File: config.mk
export PLATFORM = sky130hd
export DESIGN_NAME = fme_stage_sequencer
export DESIGN_NICKNAME = d
export VERILOG_FILES = /design/src/rtl/fme_stage_sequencer.sv
export SDC_FILE = /design/constraint.sdc
export NUM_CORES = 1
export LEC_CHECK = 0
export BUFFER_PORTS_ARGS = -buffer_cell sky130_fd_sc_hd__buf_2
export CORE_MARGIN = 1
export CORE_UTILIZATION = 45
export DETAILED_ROUTE_END_ITERATION = 7
export HOLD_SLACK_MARGIN = 0.1
export PLACE_DENSITY = 0.68
export SLEW_MARGIN = 20
export SYNTH_ARGS = -nofsm -noshare
export SYNTH_HDL_FRONTEND = slang
export SYNTH_SLANG_ARGS = --single-unit
File: constraint.sdc
create_clock -name clock -period 2.34 [get_ports clock]
set_input_delay 0.585 -clock clock [delete_from_list [all_inputs] [get_ports clock]]
set_output_delay 0.585 -clock clock [all_outputs]
set_load 0.005 [all_outputs]
File: src/rtl/fme_stage_sequencer.sv
// Per-stage enable sequencer for the FME pipeline: each stage follows its upstream
// enable after a runtime fill/drain latency, with hysteresis against short pulses.
module fme_stage_sequencer #(
   parameter int unsigned NUM_STAGES = 2,
   parameter int unsigned LAT_WIDTH  = 4
) (
   input  logic                            clock,
   input  logic                            reset,
   input  logic                            enable,
   input  logic                            flush,
   input  logic [NUM_STAGES*LAT_WIDTH-1:0] stage_latency,
   output logic [NUM_STAGES-1:0]           stage_enable,
   output logic                            busy,
   output logic                            done,
   output logic [7:0]                      block_count
);
   localparam int unsigned CW = LAT_WIDTH + 1;

   logic [LAT_WIDTH-1:0]  cnt_q     [NUM_STAGES];
   logic [LAT_WIDTH-1:0]  cnt_d     [NUM_STAGES];
   logic [LAT_WIDTH-1:0]  lat_q     [NUM_STAGES];
   logic [LAT_WIDTH-1:0]  lat_d     [NUM_STAGES];
   logic [LAT_WIDTH-1:0]  lat_field [NUM_STAGES];
   logic [NUM_STAGES:0]   up_chain;
   logic [NUM_STAGES-1:0] en_d;
   logic [NUM_STAGES-1:0] clr;
   logic [NUM_STAGES-1:0] cnt_nz;

   // Stage k's upstream is stage k-1; stage 0 listens to the block enable.
   assign up_chain = {stage_enable, enable};

   // Saturating hysteresis counter, set/clear decision and shadow-latency reload per stage.
   always_comb begin
      for (int k = 0; k < int'(NUM_STAGES); k++) begin
         lat_field[k] = stage_latency[k*LAT_WIDTH +: LAT_WIDTH];
         cnt_d[k]     = cnt_q[k];
         lat_d[k]     = lat_q[k];
         en_d[k]      = stage_enable[k];
         clr[k]       = 1'b0;
         cnt_nz[k]    = (cnt_q[k] != '0);
         if (up_chain[k]) begin
            if (cnt_q[k] < lat_q[k]) cnt_d[k] = cnt_q[k] + LAT_WIDTH'(1);
            if (({1'b0, cnt_q[k]} + CW'(1)) >= {1'b0, lat_q[k]}) en_d[k] = 1'b1;
         end else begin
            if (cnt_nz[k]) cnt_d[k] = cnt_q[k] - LAT_WIDTH'(1);
            if (cnt_q[k] <= LAT_WIDTH'(1)) begin
               en_d[k] = 1'b0;
               clr[k]  = stage_enable[k];
            end
            // Latency changes only take effect once the stage is fully idle.
            if (!cnt_nz[k] && !stage_enable[k]) lat_d[k] = lat_field[k];
         end
      end
   end

   assign busy = enable | (|stage_enable) | (|cnt_nz);

   always_ff @(posedge clock) begin
      if (reset || flush) begin
         for (int k = 0; k < int'(NUM_STAGES); k++) begin
            cnt_q[k] <= '0;
            lat_q[k] <= lat_field[k];
         end
         stage_enable <= '0;
         done         <= 1'b0;
         if (reset) block_count <= '0;
      end else begin
         for (int k = 0; k < int'(NUM_STAGES); k++) begin
            cnt_q[k] <= cnt_d[k];
            lat_q[k] <= lat_d[k];
         end
         stage_enable <= en_d;
         // A block completes when the last stage drops through its normal clear.
         done <= clr[NUM_STAGES-1];
         if (clr[NUM_STAGES-1]) block_count <= block_count + 8'd1;
      end
   end

endmodule

==> results of run 1 <==
-- cells by family (layout without fill, tap and decap cells) --
kind of cell | after synthesis | in the layout | synth area share, %
AND/OR/NAND/NOR | 46 | 46 | 13.8
AO/OA/AOI/OAI | 31 | 31 | 11.6
flip-flops | 27 | 27 | 42.3
adder cells (fa/ha/maj) | 24 | 24 | 18.1
buffers and inverters | 17 | 41 | 4.84
XOR/XNOR | 14 | 14 | 7.41
multiplexers | 3 | 3 | 1.81
-- sequential cells by signal, indices dropped and copies added, names as in the netlist --
signal	count
done	1
block_count	8
lat_q	8
stage_enable	2
cnt_q	8
-- worst max path at each step --
| stage | from | end | slack, ps | cells after the start |
|---|---|---|---|---|
| 2_1_floorplan | enable | busy | 560 | 4 |
| 3_3_place_gp | enable | busy | 400 | 5 |
| 3_5_place_dp | enable | busy | 340 | 5 |
| 4_1_cts | cnt_q[0][4]$_SDFFE_PP0P_ | busy | 270 | 5 |
| 5_1_grt | cnt_q[0][4]$_SDFFE_PP0P_ | busy | 140 | 5 |
| 6_report | cnt_q[0][4]$_SDFFE_PP0P_ | busy | 280 | 5 |
-- area by class of cell --
| class | instances | area [µm²] | area share, % |
|---|---|---|---|
| well taps | 46 | 57.6 | 3.10 |
| repair buffers | 25 | 130 | 7.01 |
| clock buffers | 3 | 41.3 | 2.23 |
| inverters | 12 | 45.0 | 2.43 |
| flip-flops and latches | 27 | 701 | 37.8 |
| clock inverters | 1 | 6.26 | 0.337 |
| multi-input cells | 118 | 875 | 47.1 |
-- cell usage after synthesis, types with 3 or more instances --
master    count  area [µm²]
ha_1         24         300
edfxtp_1     16         480
nor2_1       15        56.3
inv_1        12        45.0
dfxtp_1      11         220
o21ai_0      11        55.1
nand3_1       9        45.0
xnor2_1       7        61.3
xor2_1        7        61.3
a21oi_1       5        25.0
nand2_1       5        18.8
a211oi_1      3        22.5
mux2i_1       3        30.0
-- through the flow --
stage | total power (W) | instance area (µm²) | utilization [%] | hold slack, ps | std cells
finish | 0.00162 | 1860 | 53.9 | 482 | 232
global route | 0.00176 | 1860 | 53.9 | 465 | 232
CTS | 0.00163 | 1860 | 53.9 | 477 | 232
detailed placement | 0.00136 | 1810 | 52.5 | 546 | 228
global placement | 0.00133 | 1810 | 52.5 | 528 | 228
floorplan | 0.00122 | 1660 | - | 501 | 162
-- placed cells by master (no fill, tap or decap), drive strengths merged, types with 2 or more instances in the layout --
cell type,count
nor2,15
clkbuf,3
nand2,5
a21oi,5
xor2,7
xnor2,7
buf,25
nor2b,2
mux2i,3
a31oi,2
inv,13
a211oi,3
ha,24
or3,3
and2,2
or4,2
and3,2
edfxtp,16
a22oi,2
dfxtp,11
o211ai,2
o21ai,11
nand3,9
nor3,2
-- power by group --
part           total, W  internal, W  leakage [nW]  switching (W)
registers      0.000668     0.000581         0.255      0.0000868
logic          0.000683     0.000327         0.549       0.000356
clock network  0.000270     0.000122        0.0260       0.000148
-- critical path: cells and delay by family, from the launching register on --
kind                       cells  cell delay (ps)
adders and majority gates      1              260
DFF                            1              450
buffers and inverters          2              230
and+or+nand+nor                2              260
-- metal layers --
metal | share of wire, % | track usage [%] | vias up | wire (µm)
li1 | - | - | 627 | -
met1 | 45 | 20.0 | 562 | 1330
met2 | 51 | 28.9 | 17 | 1490
met3 | 2.0 | 2.19 | 5 | 58
met4 | 1.5 | 6.10 | 0 | 43
met5 | 0 | 0 | - | 0
==> results.txt, run 1 <==
Status - complete, no violations
# hold bufs at CTS - 0
WL final - 2920 µm
Critical R2R Capture - cnt_q[0][6]$_SDFFE_PP0P_
Final Cycle Share - 88.2%
Required @ worst endpoint - 1750 ps
CTS Sinks - 27
CTS tree - built
Starting Density - 48.1%
H-Tree Level Count - 1
Syn Nets - 198
EDFF count, synth - 16
Core footprint - 3440 µm²
Setup CP Type - reg -> out
Worst slew pin tran - 475 ps
Setup tns final - 0 ps
CP Cell Sequence - inv_1, ha_1, nand3b_1, nand2b_1, buf_2
VDD IR max - 275 µV
TritonCTS Buffers - 3
Hold Fails Final Rpt - 0
Hold Path End - lat_q[0][1]$_DFFE_PP_
Crit-path max FO - 6
Crit path max-delay cell type - dfxtp_1
Syn_area_per_cell - 10.2 µm²
Fmax - 0.484 GHz
Top-Level Pins - 24
Via count - 1211
Antenna violations before repair - 0
Worst Hold Launch - stage_latency[1]
Netlist cell types - 37
Antenna Nets Post-Route - 0
Final Max Slew Viols - 0
Worst hold path cell count - 1
Filler cells - 319
Most used flip-flop cell after synthesis - edfxtp_1
Synth warn - 0
Gpl congestion - 0.833
Die area - 3930 µm²
Die height - 62.7 µm
Max_slew headroom - 68.3%
Largest net degree at the start of global routing - 19
Fraction of final layout cells with drive strength greater than 1 - 17.2%
Fraction of registers with async set/reset - 0%
Crit path launch type - flip-flop
Ant. Diodes - 0
Area Overhead vs Synth - 12.1%
Total GRT Usage - 16.4%
Leak - 0.830 nW
Clock slew seen by the registers of the worst setup and hold paths - 100 ps
Iteration-0 DRC Markers - 75
HPWL after DPL - 2310 µm
Layout Skew - 6.21 ps
Worst setup slack after layout - 275 ps
Reg2Reg Launch Point - cnt_q[0][7]$_SDFFE_PP0P_
Min-delay worst type - in -> reg
RSZ-0062 raised after global routing - false
Seq cells post-synth - 27
Post-CTS Setup Bufs - 0
Clk_lat worst skew - 270 ps
Final setup fails - 0
Longest Clk Path Bufs - 2
DR vias/cell - 5.22
Remaining DRCs - 0
Drt wl/cell - 12.6 µm
DR pass1 iterations - 4
Mapped Cells - 162
Power per cell area - 874 nW/µm²
Max-Cap Viols - 0
Clk root buf - clkbuf_8
Total grt overflow - 0
Largest stage delay, worst path - 450 ps
Layout net count - 223
# rows - 21
Post-Synthesis Cell Area - 1660 µm²
Fin crit period - 2060 ps
IO buf count - 23
Worst reg2reg path depth - 5
DP Worst Slack - 336 ps
R2r setup slk - 420 ps
Arr. time, crit path - 1480 ps
Worst setup EP type - output port
Global-route wire length before repair - 5070 µm
Post-CTS resize count - 0
Vias in the first global route - 1154
Die Wd - 62.7 µm
Register area share after synthesis - 42.3%
(Power assumes the default switching activity.)
==> inputs of run 2 (changes only) <==
Settings changed: ABC_AREA set to 1.
==> run 2 against run 1 <==
  * Worst hold slack worse by 5.4 ps
  * Core utilization is 1.9 points lower
  * Synthesized cell count is 41% higher
  * Clock power hardly changed
  * Sequential cell count stayed put
  * Die area is 14% higher
  * Cell count is 30% higher
  * Largest cell class unchanged
  * Highest routed layer unchanged
==> results.txt, run 2 <==
Status - complete, no violations
Post-Synthesis Cell Area - 1890 µm²
Clk root buf - clkbuf_8
Die Wd - 66.8 µm
H-Tree Level Count - 1
Global-route wire length before repair - 6040 µm
Post-synth top area cell - edfxtp_1
Die height - 66.8 µm
Worst setup EP type - output port
Top-Level Pins - 24
Via count - 1447
Starting Density - 47.2%
Final setup fails - 0
Clk_lat worst skew - 270 ps
Remaining DRCs - 0
HPWL after DPL - 2690 µm
Setup tns final - 0 ps
IO buf count - 23
Max_slew headroom - 68.5%
Most frequent cells after synthesis - 45 x nand2_1, 29 x inv_1, 25 x nor2_1
Worst hold path cell count - 1
Antenna Nets Post-Route - 0
Most used flip-flop cell after synthesis - edfxtp_1
Fraction of final layout cells with drive strength greater than 1 - 19.0%
Critical R2R Capture - stage_enable[1]$_SDFFE_PP0P_
Antenna violations before repair - 0
Synth area leaders - edfxtp_1 25%, ha_1 16%, dfxtp_1 12%
Most common cell in the netlist - nand2_1
Die area - 4460 µm²
Netlist cell types - 32
Final core occ - 52.0%
Final Max Slew Viols - 0
Most frequent cells in the layout - 45 x nand2_1, 29 x inv_1, 25 x nor2_1
Register area share after synthesis - 37.1%
Longest Clk Path Bufs - 2
Syn_area_per_cell - 8.28 µm²
DR pass1 iterations - 4
Largest net degree at the start of global routing - 15
Post-CTS resize count - 0
Clock slew seen by the registers of the worst setup and hold paths - 100 ps
VDD IR max - 244 µV
CP Cell Sequence - inv_1, ha_1, nand2_1, nor3_2, nand3_1, buf_2
DR vias/cell - 4.79
# rows - 23
Mapped Cells - 228
Syn Nets - 264
Fin crit period - 2150 ps
# hold bufs at CTS - 0
Hold Fails Final Rpt - 0
Reg2Reg Launch Point - cnt_q[0][4]$_SDFFE_PP0P_
WL final - 3480 µm
Post-placement cell count - 298
Crit path max-delay cell type - dfxtp_1
Area Overhead vs Synth - 10.2%
Crit-path max FO - 8
Hold Path End - lat_q[0][7]$_DFFE_PP_
Buffers & Inverters on Critical Path - 2
CTS tree - built
TritonCTS Buffers - 3
Leak - 1.03 nW
CTS Sinks - 27
Final Cycle Share - 91.9%
Min-delay worst type - in -> reg
Gpl congestion - 0.861
Post-CTS Setup Bufs - 0
Layout Skew - 9.93 ps
Synth warn - 0
Iteration-0 DRC Markers - 80
Arr. time, crit path - 1570 ps
Ant. Diodes - 0
Drt wl/cell - 11.5 µm
Largest stage delay, worst path - 400 ps
Layout net count - 289
Worst reg2reg path depth - 9
Total GRT Usage - 18.1%
Crit path launch type - flip-flop
Top-area cell type share of the netlist area - 25.4%
Worst slew pin tran - 472 ps
Power per cell area - 703 nW/µm²
Fmax - 0.465 GHz
Fraction of registers with async set/reset - 0%
Seq cells post-synth - 27
Biggest regs - block_count (8), cnt_q (8), lat_q (8)
Required @ worst endpoint - 1750 ps
Total grt overflow - 0
Setup CP Type - reg -> out
EDFF count, synth - 16
Worst Hold Launch - stage_latency[7]
Most common cell after layout, fill and taps aside - nand2_1
Core footprint - 4000 µm²
Max-Cap Viols - 0
R2r setup slk - 410 ps
Cell family with most CP delay - flip-flops
Finished Layout Cells - 302
RSZ-0062 raised after global routing - false
Vias in the first global route - 1368
-- run 2: cell count changes after synthesis, moves of 3 or more --
cell	delta
a211oi_1	-3
a21oi_1	+3
inv_1	+17
mux2i_1	-3
nand2_1	+40
nand2_2	+5
nand3_1	+9
nand4_1	+4
nor2_1	+10
nor2_2	+3
o21ai_0	-3
xnor2_1	-5
xor2_1	-3
-- run 2: cells by family after synthesis --
group           after synthesis  synth area share [%]
simple gates                112                  27.9
buf+inv                      36                  8.81
flops                        27                  37.1
fa+ha+maj                    24                  15.9
compound gates               22                  6.63
xor+xnor                      7                  3.65
-- run 2: report_power, final --
part | internal, W | switching (W) | total, W
registers | 0.000557 | 0.0000694 | 0.000627
logic | 0.000234 | 0.000334 | 0.000567
clock network | 0.000122 | 0.000148 | 0.000270
total | 0.000913 | 0.000551 | 0.00146
-- run 2: area by class of cell --
class                   instances  area (µm²)
fillers                       383        1920
multi-input cells             165        1030
flip-flops and latches         27         701
repair buffers                 25         130
inverters                      31         116
well taps                      50        62.6
clock buffers                   4        45.0
-- run 2: through the flow --
step / hold slack [ps] / area (µm²) / power, W / worst slack (ps)
2_1_floorplan: 493 / 1890 / 0.00108 / 658
4_1_cts: 471 / 2080 / 0.00147 / 143
3_5_place_dp: 508 / 2030 / 0.00120 / 438
6_report: 476 / 2080 / 0.00146 / 190
5_1_grt: 468 / 2080 / 0.00160 / 63.4
3_3_place_gp: 502 / 2030 / 0.00119 / 438
-- run 2: worst max-delay path by stage --
stage | from | end | slack, ps | cells past startpoint
after floorplan | enable | lat_q[0][0]$_DFFE_PP_ | 660 | 4
after global placement | cnt_q[0][4]$_SDFFE_PP0P_ | stage_enable[1]$_SDFFE_PP0P_ | 440 | 9
after detailed placement | flush | block_count[1]$_SDFFCE_PP0P_ | 440 | 5
after CTS | cnt_q[0][4]$_SDFFE_PP0P_ | busy | 140 | 6
after global routing | cnt_q[0][4]$_SDFFE_PP0P_ | busy | 60 | 6
final | cnt_q[0][4]$_SDFFE_PP0P_ | busy | 190 | 6
-- run 2: worst reg2reg max path, stage by stage (launching register included) --
cell and delay, ps:
dfxtp_1 480, ha_1 240, xnor2_1 170, inv_1 80
ha_1 290, a21o_1 160, o21ai_0 180, nand2_1 100
nand2_1 60, o21ai_0 70
-- run 2: routing by layer --
| layer | track usage (%) | wire length (µm) |
|---|---|---|
| met5 | 0 | 0 |
| met4 | 7.71 | 62 |
| met3 | 1.71 | 97 |
| met2 | 28.7 | 1480 |
| met1 | 24.8 | 1840 |
==> inputs of run 3 (changes only) <==
Settings changed: CELL_PAD_IN_SITES_DETAIL_PLACEMENT set to 0, CELL_PAD_IN_SITES_GLOBAL_PLACEMENT set to 1, CORE_UTILIZATION 45 to 43, PLACE_DENSITY 0.68 to 0.82.
==> run 3 against run 2 <==
  * Fmax is 1.5% higher
  * Clock skew down 7.6 ps
  * Sequential cell count did not move
  * Wire length increased by 1.1%
  * Combinational power fell by 2%
  * Clock power is essentially flat
  * Global-route usage decreased by 0.69 points
  * Setup slack improved by 33 ps
  * Critical endpoint unchanged
  * Largest cell class unchanged
==> results.txt, run 3 (synthesized netlist as in run 2, its figures left out) <==
Crit-path max FO - 8
Most frequent cells in the layout - 45 x nand2_1, 29 x inv_1, 25 x nor2_1
Top-Level Pins - 24
WL final - 3520 µm
Comb power frac - 38.3%
Final Max Slew Viols - 0
Arr. time, crit path - 1530 ps
Die height - 68.3 µm
Total grt overflow - 0
Max_slew headroom - 68.0%
# hold bufs at CTS - 0
Most common cell after layout, fill and taps aside - nand2_1
Crit path max-delay cell type - dfxtp_1
CTS tree - built
CP Cell Sequence - inv_1, ha_1, nand2_1, nor3_2, nand3_1, buf_2
Filler cells - 443
Die area - 4660 µm²
Part of the power in registers - 43.1%
VDD IR max - 320 µV
Final setup fails - 0
DR pass1 iterations - 4
Switching power - 0.000548 W
Clock slew seen by the registers of the worst setup and hold paths - 90 ps
Area Overhead vs Synth - 10.4%
Max-Cap Viols - 0
Gpl congestion - 0.800
# rows - 23
DR vias/cell - 4.90
Ant. Diodes - 0
TritonCTS Buffers - 3
Antenna violations before repair - 0
Clock power share - 18.6%
Layout Skew - 2.38 ps
Worst reg2reg path depth - 5
RSZ-0062 raised after global routing - false
Hold Fails Final Rpt - 0
IO buf count - 23
Timing endpoint of the critical path - busy
Largest stage delay, worst path - 390 ps
Min-delay worst type - in -> reg
Power per cell area - 699 nW/µm²
Crit path launch type - flip-flop
Internal - 0.000909 W
Worst setup EP type - output port
Layout net count - 289
Die Wd - 68.3 µm
Largest net degree at the start of global routing - 17
Status - complete, no violations
Iteration-0 DRC Markers - 39
Critical path launch point - cnt_q[0][4]$_SDFFE_PP0P_
Via count - 1480
Final Cycle Share - 90.5%
H-Tree Level Count - 1
R2r setup slk - 460 ps
Global-route wire length before repair - 6090 µm
Fraction of final layout cells with drive strength greater than 1 - 19.4%
Antenna Nets Post-Route - 0
Required @ worst endpoint - 1750 ps
HPWL after DPL - 2810 µm
Critical R2R Capture - block_count[3]$_SDFFCE_PP0P_
Vias in the first global route - 1401
Setup tns final - 0 ps
Sw Share - 37.6%
Biggest regs - block_count (8), cnt_q (8), lat_q (8)
Clk_lat worst skew - 270 ps
Clk root buf - clkbuf_8
Reg2Reg Launch Point - cnt_q[0][4]$_SDFFE_PP0P_
Leak - 1.03 nW
Setup CP Type - reg -> out
Total GRT Usage - 17.4%
Post-CTS Setup Bufs - 0
Post-placement cell count - 298
Starting Density - 45.9%
CTS Sinks - 27
Drt wl/cell - 11.7 µm
Fmax - 0.472 GHz
Finished Layout Cells - 302
Core footprint - 4120 µm²
Longest Clk Path Bufs - 2
Worst slew pin tran - 480 ps
Fin crit period - 2120 ps
Remaining DRCs - 0
-- run 3: cell types whose count changed in the layout (fill, tap and decap cells not counted), sizes merged --
cell      delta
clkinvlp     +1
clkbuf       -1
-- run 3: worst max-delay path, delay by kind of cell, from the launching register on --
kind | cells | cell delay (ps)
buf+inv | 2 | 280
simple gates | 3 | 380
fa+ha+maj | 1 | 210
flops | 1 | 390
-- run 3: stage by stage --
stage                     total power [W]  utilization (%)  setup slack, ps  instance area [µm²]  hold slack [ps]
after CTS                         0.00147             50.5              104                 2080              467
after global routing              0.00160             50.7             26.3                 2080              459
after global placement            0.00119             49.3              483                 2030              506
after detailed placement          0.00119             49.3              425                 2030              511
final                             0.00146             50.7              222                 2080              480
after floorplan                   0.00108                -              658                 1890              493
-- run 3: power groups by stage --
stage | Sequential [W] | Combinational, W | Clock, W
finish | 0.000629 | 0.000558 | 0.000271
global route | 0.000639 | 0.000656 | 0.000302
detailed placement | 0.000639 | 0.000555 | 0
floorplan | 0.000609 | 0.000469 | 0
global placement | 0.000639 | 0.000554 | 0
CTS | 0.000629 | 0.000558 | 0.000288
-- run 3: final cells by class --
| type | count | area [µm²] | area share, % |
|---|---|---|---|
| multi-input combinational | 165 | 1030 | 49.2 |
| sequential | 27 | 701 | 33.6 |
| timing repair buffer | 25 | 130 | 6.24 |
| tap | 50 | 62.6 | 3.00 |
| clock buffer | 3 | 41.3 | 1.98 |
| clock inverter | 1 | 7.51 | 0.360 |
| inverter | 31 | 116 | 5.58 |
-- run 3: worst min-delay path by stage --
stage                                  to  depth (start not counted)                          from  slack [ps]
floorplan                 done$_SDFF_PP0_                          2  stage_enable[1]$_SDFFE_PP0P_         490
global placement          done$_SDFF_PP0_                          2  stage_enable[1]$_SDFFE_PP0P_         510
detailed placement        done$_SDFF_PP0_                          2  stage_enable[1]$_SDFFE_PP0P_         510
CTS                 lat_q[0][1]$_DFFE_PP_                          1              stage_latency[1]         470
global route        lat_q[0][2]$_DFFE_PP_                          1              stage_latency[2]         460
finish              lat_q[0][2]$_DFFE_PP_                          1              stage_latency[2]         480
-- run 3: metal layers --
metal | routed length (µm) | track usage [%] | up-vias | share of wire [%]
met4 | 33 | 5.47 | 0 | 0.94
met2 | 1610 | 29.5 | 28 | 46
met3 | 143 | 3.50 | 4 | 4.1
met5 | 0 | 0 | - | 0
met1 | 1730 | 21.8 | 663 | 49
li1 | - | - | 785 | -
-- run 3: what timing repair did --
action                     in CTS  in global routing
resized for setup               0                  1
setup endpoints to repair       0                  1
hold endpoints to repair        0                  0
